===== src/rtl/freq_gen_pkg.sv =====
// Shared types and constants for the BCD-programmed square-wave generator.
// The optional FREQ_GEN_PULSE_EN build only affects freq_gen_bcd, not this package.
package freq_gen_pkg;

  // Control FSM states, exposed on the debug struct of freq_gen_bcd.
  typedef enum logic [1:0] {
    S_IDLE   = 2'd0,
    S_CONV   = 2'd1,
    S_DIV    = 2'd2,
    S_COMMIT = 2'd3
  } state_t;

  // Observation bundle: FSM state plus whether the last commit divided exactly.
  typedef struct packed {
    state_t state;
    logic   div_exact;
  } dbg_t;

  localparam int BCD_DIGITS = 8;
  localparam int DIGIT_W    = 4;

  // A BCD nibble is legal only in the range 0..9.
  function automatic logic digit_valid(input logic [DIGIT_W-1:0] d);
    return (d <= 4'd9);
  endfunction

endpackage


===== src/rtl/freq_gen_bcd_seq_divider.sv =====
// W-bit restoring divider, one quotient bit per clock.
// Handshake: start is a one-cycle request, taken only while the divider is idle;
// last is high during the final iteration; done pulses for one cycle when quotient
// and remainder first hold the result, and they stay valid until the next start.
module seq_divider #(
  parameter int W = 32
) (
  input  logic         clk,
  input  logic         rst_n,
  input  logic         start,
  input  logic [W-1:0] dividend,
  input  logic [W-1:0] divisor,
  output logic         last,
  output logic         done,
  output logic [W-1:0] quotient,
  output logic [W-1:0] remainder
);

  localparam int CW = $clog2(W + 1);

  logic [W-1:0]  rem_q;
  logic [W-1:0]  quo_q;
  logic [W-1:0]  div_q;
  logic [CW-1:0] step_cnt;
  logic          run_q;
  logic          done_q;

  logic [W:0]    shifted;
  logic [W:0]    trial;
  logic          fits;

  // One restoring step: bring in the next dividend bit and try to subtract.
  always_comb begin
    shifted = {rem_q, quo_q[W-1]};
    trial   = shifted - {1'b0, div_q};
    fits    = (shifted >= {1'b0, div_q});
  end

  // Iteration registers; the dividend shifts out of quo_q as quotient bits shift in.
  always_ff @(posedge clk) begin
    if (!rst_n) begin
      rem_q    <= '0;
      quo_q    <= '0;
      div_q    <= '0;
      step_cnt <= '0;
      run_q    <= 1'b0;
      done_q   <= 1'b0;
    end else begin
      done_q <= 1'b0;
      if (start && !run_q) begin
        rem_q    <= '0;
        quo_q    <= dividend;
        div_q    <= divisor;
        step_cnt <= CW'(W);
        run_q    <= 1'b1;
      end else if (run_q) begin
        if (fits) begin
          rem_q <= trial[W-1:0];
          quo_q <= {quo_q[W-2:0], 1'b1};
        end else begin
          rem_q <= shifted[W-1:0];
          quo_q <= {quo_q[W-2:0], 1'b0};
        end
        step_cnt <= step_cnt - 1'b1;
        if (step_cnt == CW'(1)) begin
          run_q  <= 1'b0;
          done_q <= 1'b1;
        end
      end
    end
  end

  assign last      = run_q && (step_cnt == CW'(1));
  assign done      = done_q;
  assign quotient  = quo_q;
  assign remainder = rem_q;

endmodule


===== src/rtl/freq_gen_bcd.sv =====
// Programmable square-wave generator driven by an 8-digit packed BCD frequency.
// The BCD value is converted to binary one digit per cycle, NUM = CLK_HZ/2 is divided
// by it to get the half period, and FOUT toggles every half period.
// Build option FREQ_GEN_PULSE_EN adds output FPULSE, a one-cycle pulse when FOUT rises.
module freq_gen_bcd
  import freq_gen_pkg::*;
#(
  parameter int CLK_HZ = 50_000_000,
  parameter int W      = 32
) (
  input  logic        CLK,
  input  logic        RST_N,
  input  logic        LOAD,
  input  logic [31:0] DATIN,
  output logic        FOUT,
  output logic        ACTIVE,
  output logic        BUSY,
  output logic        ERR,
  output logic        OVR,
`ifdef FREQ_GEN_PULSE_EN
  output logic        FPULSE,
`endif
  output dbg_t        dbg
);

  localparam logic [W-1:0] NUM = W'(CLK_HZ / 2);

  state_t       state_q, state_d;

  // BCD conversion
  logic [31:0]  datin_sh;
  logic [2:0]   digit_idx;
  logic [W-1:0] bin_q;
  logic [W-1:0] bin_next;
  logic [3:0]   digit;
  logic         load_acc;

  // Divider interface
  logic         div_start;
  logic         div_last;
  logic         div_done;
  logic [W-1:0] div_quo;
  logic [W-1:0] div_rem;

  // Commit decode
  logic         commit_zero;
  logic         commit_run;
  logic [W-1:0] half_new;

  // Status
  logic         err_q;
  logic         ovr_q;
  logic         exact_q;

  // Generator
  logic         active_q;
  logic         fout_q;
  logic [W-1:0] cnt_q;
  logic [W-1:0] half_q;
  logic [W-1:0] pend_half;
  logic         pend_v;
  logic         toggle;

  assign digit    = datin_sh[31:28];
  assign bin_next = (bin_q << 3) + (bin_q << 1) + W'(digit);
  assign load_acc = (state_q == S_IDLE) && LOAD;

  // FSM state register.
  always_ff @(posedge CLK) begin
    if (!RST_N) state_q <= S_IDLE;
    else        state_q <= state_d;
  end

  // Next-state logic; the divider is started on the last conversion cycle so S_DIV
  // lasts exactly W cycles.
  always_comb begin
    state_d   = state_q;
    div_start = 1'b0;
    case (state_q)
      S_IDLE: begin
        if (LOAD) state_d = S_CONV;
      end
      S_CONV: begin
        if (!digit_valid(digit)) begin
          state_d = S_IDLE;
        end else if (digit_idx == 3'(BCD_DIGITS - 1)) begin
          if (bin_next == '0) begin
            state_d = S_COMMIT;
          end else begin
            state_d   = S_DIV;
            div_start = 1'b1;
          end
        end
      end
      S_DIV: begin
        if (div_last) state_d = S_COMMIT;
      end
      S_COMMIT: begin
        state_d = S_IDLE;
      end
      default: state_d = S_IDLE;
    endcase
  end

  // BCD-to-binary conversion, most significant digit first; a bad digit aborts.
  always_ff @(posedge CLK) begin
    if (!RST_N) begin
      datin_sh  <= '0;
      digit_idx <= '0;
      bin_q     <= '0;
      err_q     <= 1'b0;
    end else if (load_acc) begin
      datin_sh  <= DATIN;
      digit_idx <= '0;
      bin_q     <= '0;
      err_q     <= 1'b0;
    end else if (state_q == S_CONV) begin
      if (!digit_valid(digit)) begin
        err_q <= 1'b1;
      end else begin
        bin_q     <= bin_next;
        datin_sh  <= {datin_sh[27:0], 4'h0};
        digit_idx <= digit_idx + 3'd1;
      end
    end
  end

  seq_divider #(
    .W (W)
  ) u_div (
    .clk       (CLK),
    .rst_n     (RST_N),
    .start     (div_start),
    .dividend  (NUM),
    .divisor   (bin_next),
    .last      (div_last),
    .done      (div_done),
    .quotient  (div_quo),
    .remainder (div_rem)
  );

  // Commit decode: a zero quotient means f > NUM, so the half period clamps to 1.
  always_comb begin
    commit_zero = (state_q == S_COMMIT) && (bin_q == '0);
    commit_run  = (state_q == S_COMMIT) && (bin_q != '0) && div_done;
    half_new    = (div_quo == '0) ? W'(1) : div_quo;
  end

  // Sticky status flags, cleared by each accepted load.
  always_ff @(posedge CLK) begin
    if (!RST_N) begin
      ovr_q   <= 1'b0;
      exact_q <= 1'b0;
    end else if (load_acc) begin
      ovr_q   <= 1'b0;
      exact_q <= 1'b0;
    end else if (commit_run) begin
      ovr_q   <= (div_quo == '0);
      exact_q <= (div_rem == '0);
    end
  end

  assign toggle = active_q && (cnt_q == half_q - W'(1));

  // Half-period counter; while running, a new half period waits for the next toggle
  // so no phase is ever cut short. A toggle in the commit cycle uses the old setting.
  always_ff @(posedge CLK) begin
    if (!RST_N) begin
      active_q  <= 1'b0;
      fout_q    <= 1'b0;
      cnt_q     <= '0;
      half_q    <= '0;
      pend_half <= '0;
      pend_v    <= 1'b0;
    end else if (commit_zero) begin
      active_q <= 1'b0;
      fout_q   <= 1'b0;
      cnt_q    <= '0;
      pend_v   <= 1'b0;
    end else if (commit_run && !active_q) begin
      half_q   <= half_new;
      cnt_q    <= '0;
      fout_q   <= 1'b0;
      active_q <= 1'b1;
      pend_v   <= 1'b0;
    end else if (active_q) begin
      if (toggle) begin
        cnt_q  <= '0;
        fout_q <= ~fout_q;
        if (pend_v) begin
          half_q <= pend_half;
          pend_v <= 1'b0;
        end
      end else begin
        cnt_q <= cnt_q + W'(1);
      end
      if (commit_run) begin
        pend_half <= half_new;
        pend_v    <= 1'b1;
      end
    end
  end

`ifdef FREQ_GEN_PULSE_EN
  logic fpulse_q;

  // Rising-edge strobe, registered alongside FOUT so both change on the same edge.
  always_ff @(posedge CLK) begin
    if (!RST_N) fpulse_q <= 1'b0;
    else        fpulse_q <= toggle && !commit_zero && !fout_q;
  end

  assign FPULSE = fpulse_q;
`endif

  assign FOUT          = fout_q;
  assign ACTIVE        = active_q;
  assign BUSY          = (state_q != S_IDLE);
  assign ERR           = err_q;
  assign OVR           = ovr_q;
  assign dbg.state     = state_q;
  assign dbg.div_exact = exact_q;

endmodule

===== config.mk =====
export PLATFORM = sky130hd
export DESIGN_NAME = freq_gen_bcd
export DESIGN_NICKNAME = d
export VERILOG_FILES = /design/src/rtl/freq_gen_pkg.sv /design/src/rtl/freq_gen_bcd_seq_divider.sv /design/src/rtl/freq_gen_bcd.sv
export SDC_FILE = /design/constraint.sdc
export NUM_CORES = 1
export LEC_CHECK = 0
export ABC_CLOCK_PERIOD_IN_PS = 5600
export CAP_MARGIN = 0
export CORE_MARGIN = 2
export CORE_UTILIZATION = 45
export CTS_CLUSTER_DIAMETER = 200
export DETAILED_ROUTE_END_ITERATION = 7
export PLACE_DENSITY_LB_ADDON = 0.12
export SLEW_MARGIN = 20
export SYNTH_ARGS = -nofsm -noshare
export SYNTH_HDL_FRONTEND = slang
export SYNTH_HIERARCHICAL = 1
export SYNTH_SLANG_ARGS = --single-unit

===== constraint.sdc =====
create_clock -name CLK -period 5.6 [get_ports CLK]
set_input_delay 1.12 -clock CLK [delete_from_list [all_inputs] [get_ports CLK]]
set_output_delay 1.12 -clock CLK [all_outputs]
set_load 0.1 [all_outputs]

==> reports/results.tsv <==
metric	value	unit
cp_num_cells	19	
setup_viol	0	
async_reset_ff_share	0	%
dr.first_iter.drc_count	1085	
drive_gt1_share	5.27	%
yosysWarnings	6	
path_cells	inv_1 > fa_1 > inv_1 > ha_1 > a211oi_1 > o21ai_0 > a211oi_2 > o21ai_0 > and2_1 > xor2_1 > or4_1 > or4b_2 > o21ba_2 > nor2b_2 > nor2_1 > buf_12 > and3_1 > o22ai_1 > nor3_1	
drv_cap	0	
cts_hold_buf	0	
switchingPower	1.44	mW
hold_viol_final	0	
reg2reg_to	u_div/remainder[31]$_SDFFE_PP0P_	
dp.cells	2558	
max_stage_delay	0.66	ns
die_w	197	um
syn2layout_area_growth	10.3	%
nets	2257	
io_pins	43	
period_minus_slack	5.24	ns
ys.flop_type	dfxtp_1	
total_power	4.88	mW
final_common_cell	dfxtp_1	
multi_input_area	0.0106	sq mm
min_to	u_div/div_q[10]$_SDFFE_PN0P_	
power_density	264	mW/mm^2
cts_setup_buffers	0	
routed_wl	45500	um
power_frac_seq	43.5	%
clock_skew	0.00892	ns
crit_path_end_kind	flip-flop	
insertion_delay	0.58	ns
clockPowerShare	40.2	%
p_comb_share	16.3	%
cpLargestDelayFamily	simple AND/OR/NAND/NOR gates	
via_per_inst	5.81	
cp_slowest_cell	or4b_2	
min_path_type	reg2reg	
initial_core_util	45.7	%
grt_max_degree	66	
final.setup.tns	0	ns
syn_area_per_cell	7.87	sq um
synth_cell_types	76	
dieArea	0.0388	sq mm
setup_slack	0.360	ns
synth-edff-count	0	
tightest_slew	1.08	ns
num_vias	15177	
ir_worst_vdd	0.254	mV
first_pass_iters	5	
ys_ff_latch	275	
r2r_cells	19	
status	completed	
avgRoutedWirePerCell	17.4	um
whs_path_depth	2	
cts_sinks	275	
fin_area	0.0185	sq mm
power.static_leakage	7.13	nW
antenna_found_initial	1	
max_clock_freq	191	MHz
finalNonFillerCells	2612	
pre_cts_ws	0.284	ns
cts.clk_slew.worst_paths	0.06	ns
antenna_left	0	
final_cell_mix	dfxtp_1, nand2_1, nor2_1	
place.gp.congestion	0.876	
maxSlewViolCount	0	
final.period_utilization	93.6	%
crit_fanout	28	
path_buf_inv	3	
rr_startpoint	bin_q[0]$_SDFFE_PP0P_	
internal-power	3.44	mW
cp.required	6.10	ns
r2r_setup_slack	0.36	ns
p_sw_share	29.5	%
slew_headroom	27.1	%
core_area	0.0366	sq mm
syn_inst	2128	
grt_pass1_vias	14260	
tritoncts.num_buffers	31	
grt-ovfl-total	0	
grt_first_pass_wirelength	75000	um
nFillCells	3597	
cts_max_level	1	
globalRouteTotalUtil	23.3	%
start_kind	flip-flop	
rows	70	
clock-root-buffer	clkbuf_16	
synth_seq_area_share	32.9	%
ff_latch_area	0.00551	sq mm
path_class	reg2reg	
hold_ws	0.453	ns
crit_arrival	5.74	ns
die_y	197	um
io_buffers	42	
synth_area	0.0167	sq mm
holdCritStartpoint	u_div/div_q[10]$_SDFFE_PN0P_	
rsz0062_at_grt	no	
final_util	50.4	%
dp_hpwl	32300	um
cts_buffer_depth	3	
cts_tree	yes	
drc	0	
dpl_cell_area	0.0175	sq mm
## worst max path at each step
stage,start,to,slack (ns)
6_report,bin_q[0]$_SDFFE_PP0P_,u_div/remainder[31]$_SDFFE_PP0P_,0.36
5_1_grt,bin_q[0]$_SDFFE_PP0P_,u_div/remainder[31]$_SDFFE_PP0P_,0.05
4_1_cts,bin_q[0]$_SDFFE_PP0P_,u_div/remainder[31]$_SDFFE_PP0P_,0.24
3_5_place_dp,bin_q[0]$_SDFFE_PP0P_,u_div/remainder[31]$_SDFFE_PP0P_,0.28
3_3_place_gp,bin_q[0]$_SDFFE_PP0P_,u_div/remainder[31]$_SDFFE_PP0P_,0.35
2_1_floorplan,bin_q[0]$_SDFFE_PP0P_,u_div/remainder[9]$_SDFFE_PP0P_,0.39
## worst min-delay path, stage by stage (launching register included)
cell and delay (ns):
dfxtp_1 0.30, nand2_1 0.05, a21oi_1 0.05
## cell usage after synthesis (all sizes together) (10+ instances only)
library cell,n,share of area [%]
dfxtp,275,33
nand2,269,6.1
nor2,242,5.4
a21oi,168,5.0
nand3,109,3.3
clkbuf,106,2.4
ha,96,7.2
mux2i,91,5.4
o21ai,75,2.3
xnor2,69,3.6
inv,59,1.3
xor2,55,2.9
nor3,45,1.3
nor4,43,1.7
a31oi,39,1.5
a22oi,35,1.6
nand4,29,1.1
a311oi,27,1.4
buf,27,1.2
and3,23,0.86
a21o,18,0.81
o211ai,18,0.81
nand2b,17,0.64
a21boi,16,0.72
a211oi,13,0.61
or3,13,0.49
or4,12,0.61
nor2b,11,0.41
o21a,11,0.49
o22ai,10,0.37
## layer usage
| metal | routed length (um) | track usage, % | share of wire, % |
|---|---|---|---|
| met1 | 23100 | 34.9 | 51 |
| met3 | 2030 | 2.50 | 4.5 |
| met4 | 657 | 4.68 | 1.4 |
| met5 | 0 | 0 | 0 |
| met2 | 19700 | 36.1 | 43 |
## power by group through the flow
stage,Sequential (mW),Clock [mW],Combinational [mW]
CTS,2.12,2.01,0.797
global route,2.13,2.09,0.891
detailed placement,2.16,0,0.793
finish,2.12,1.96,0.797
global placement,2.16,0,0.783
floorplan,2.14,0,0.584
## kinds of logic after synthesis
kind of cell | Yosys count | synth area share, %
compound gates | 494 | 19.1
simple gates | 848 | 23.5
flops | 275 | 32.9
other cells | 2 | 0.0449
fa+ha+maj | 99 | 7.54
mux | 92 | 5.51
buf+inv | 194 | 4.90
xor+xnor | 124 | 6.49
## sequential cells by signal (all words and copies together) (netlist names), named ones only
signal	count
FOUT	1
u_div/done	1
u_div/step_cnt	6
ERR	1
u_div/quotient	32
cnt_q	32
u_div/div_q	32
u_div/run_q	1
pend_half	32
bin_q	32
datin_sh	32
exact_q	1
state_q	1
OVR	1
u_div/remainder	32
half_q	32
ACTIVE	1
digit_idx	3
pend_v	1
## layout make-up
cell class | count | area share, %
tap | 468 | 3.17
clock buffer | 41 | 4.68
sequential | 275 | 29.8
multi-input combinational | 1689 | 57.2
inverter | 61 | 1.24
antenna | 1 | 0.0136
clock inverter | 12 | 0.542
timing repair buffer | 65 | 3.28
## repair_timing
action / in CTS / in global routing
endpoints found under the setup margin: 0 / 7
gates resized for setup: 0 / 3
hold endpoints to repair: 0 / 0
Power figures use the tool's default switching activity.
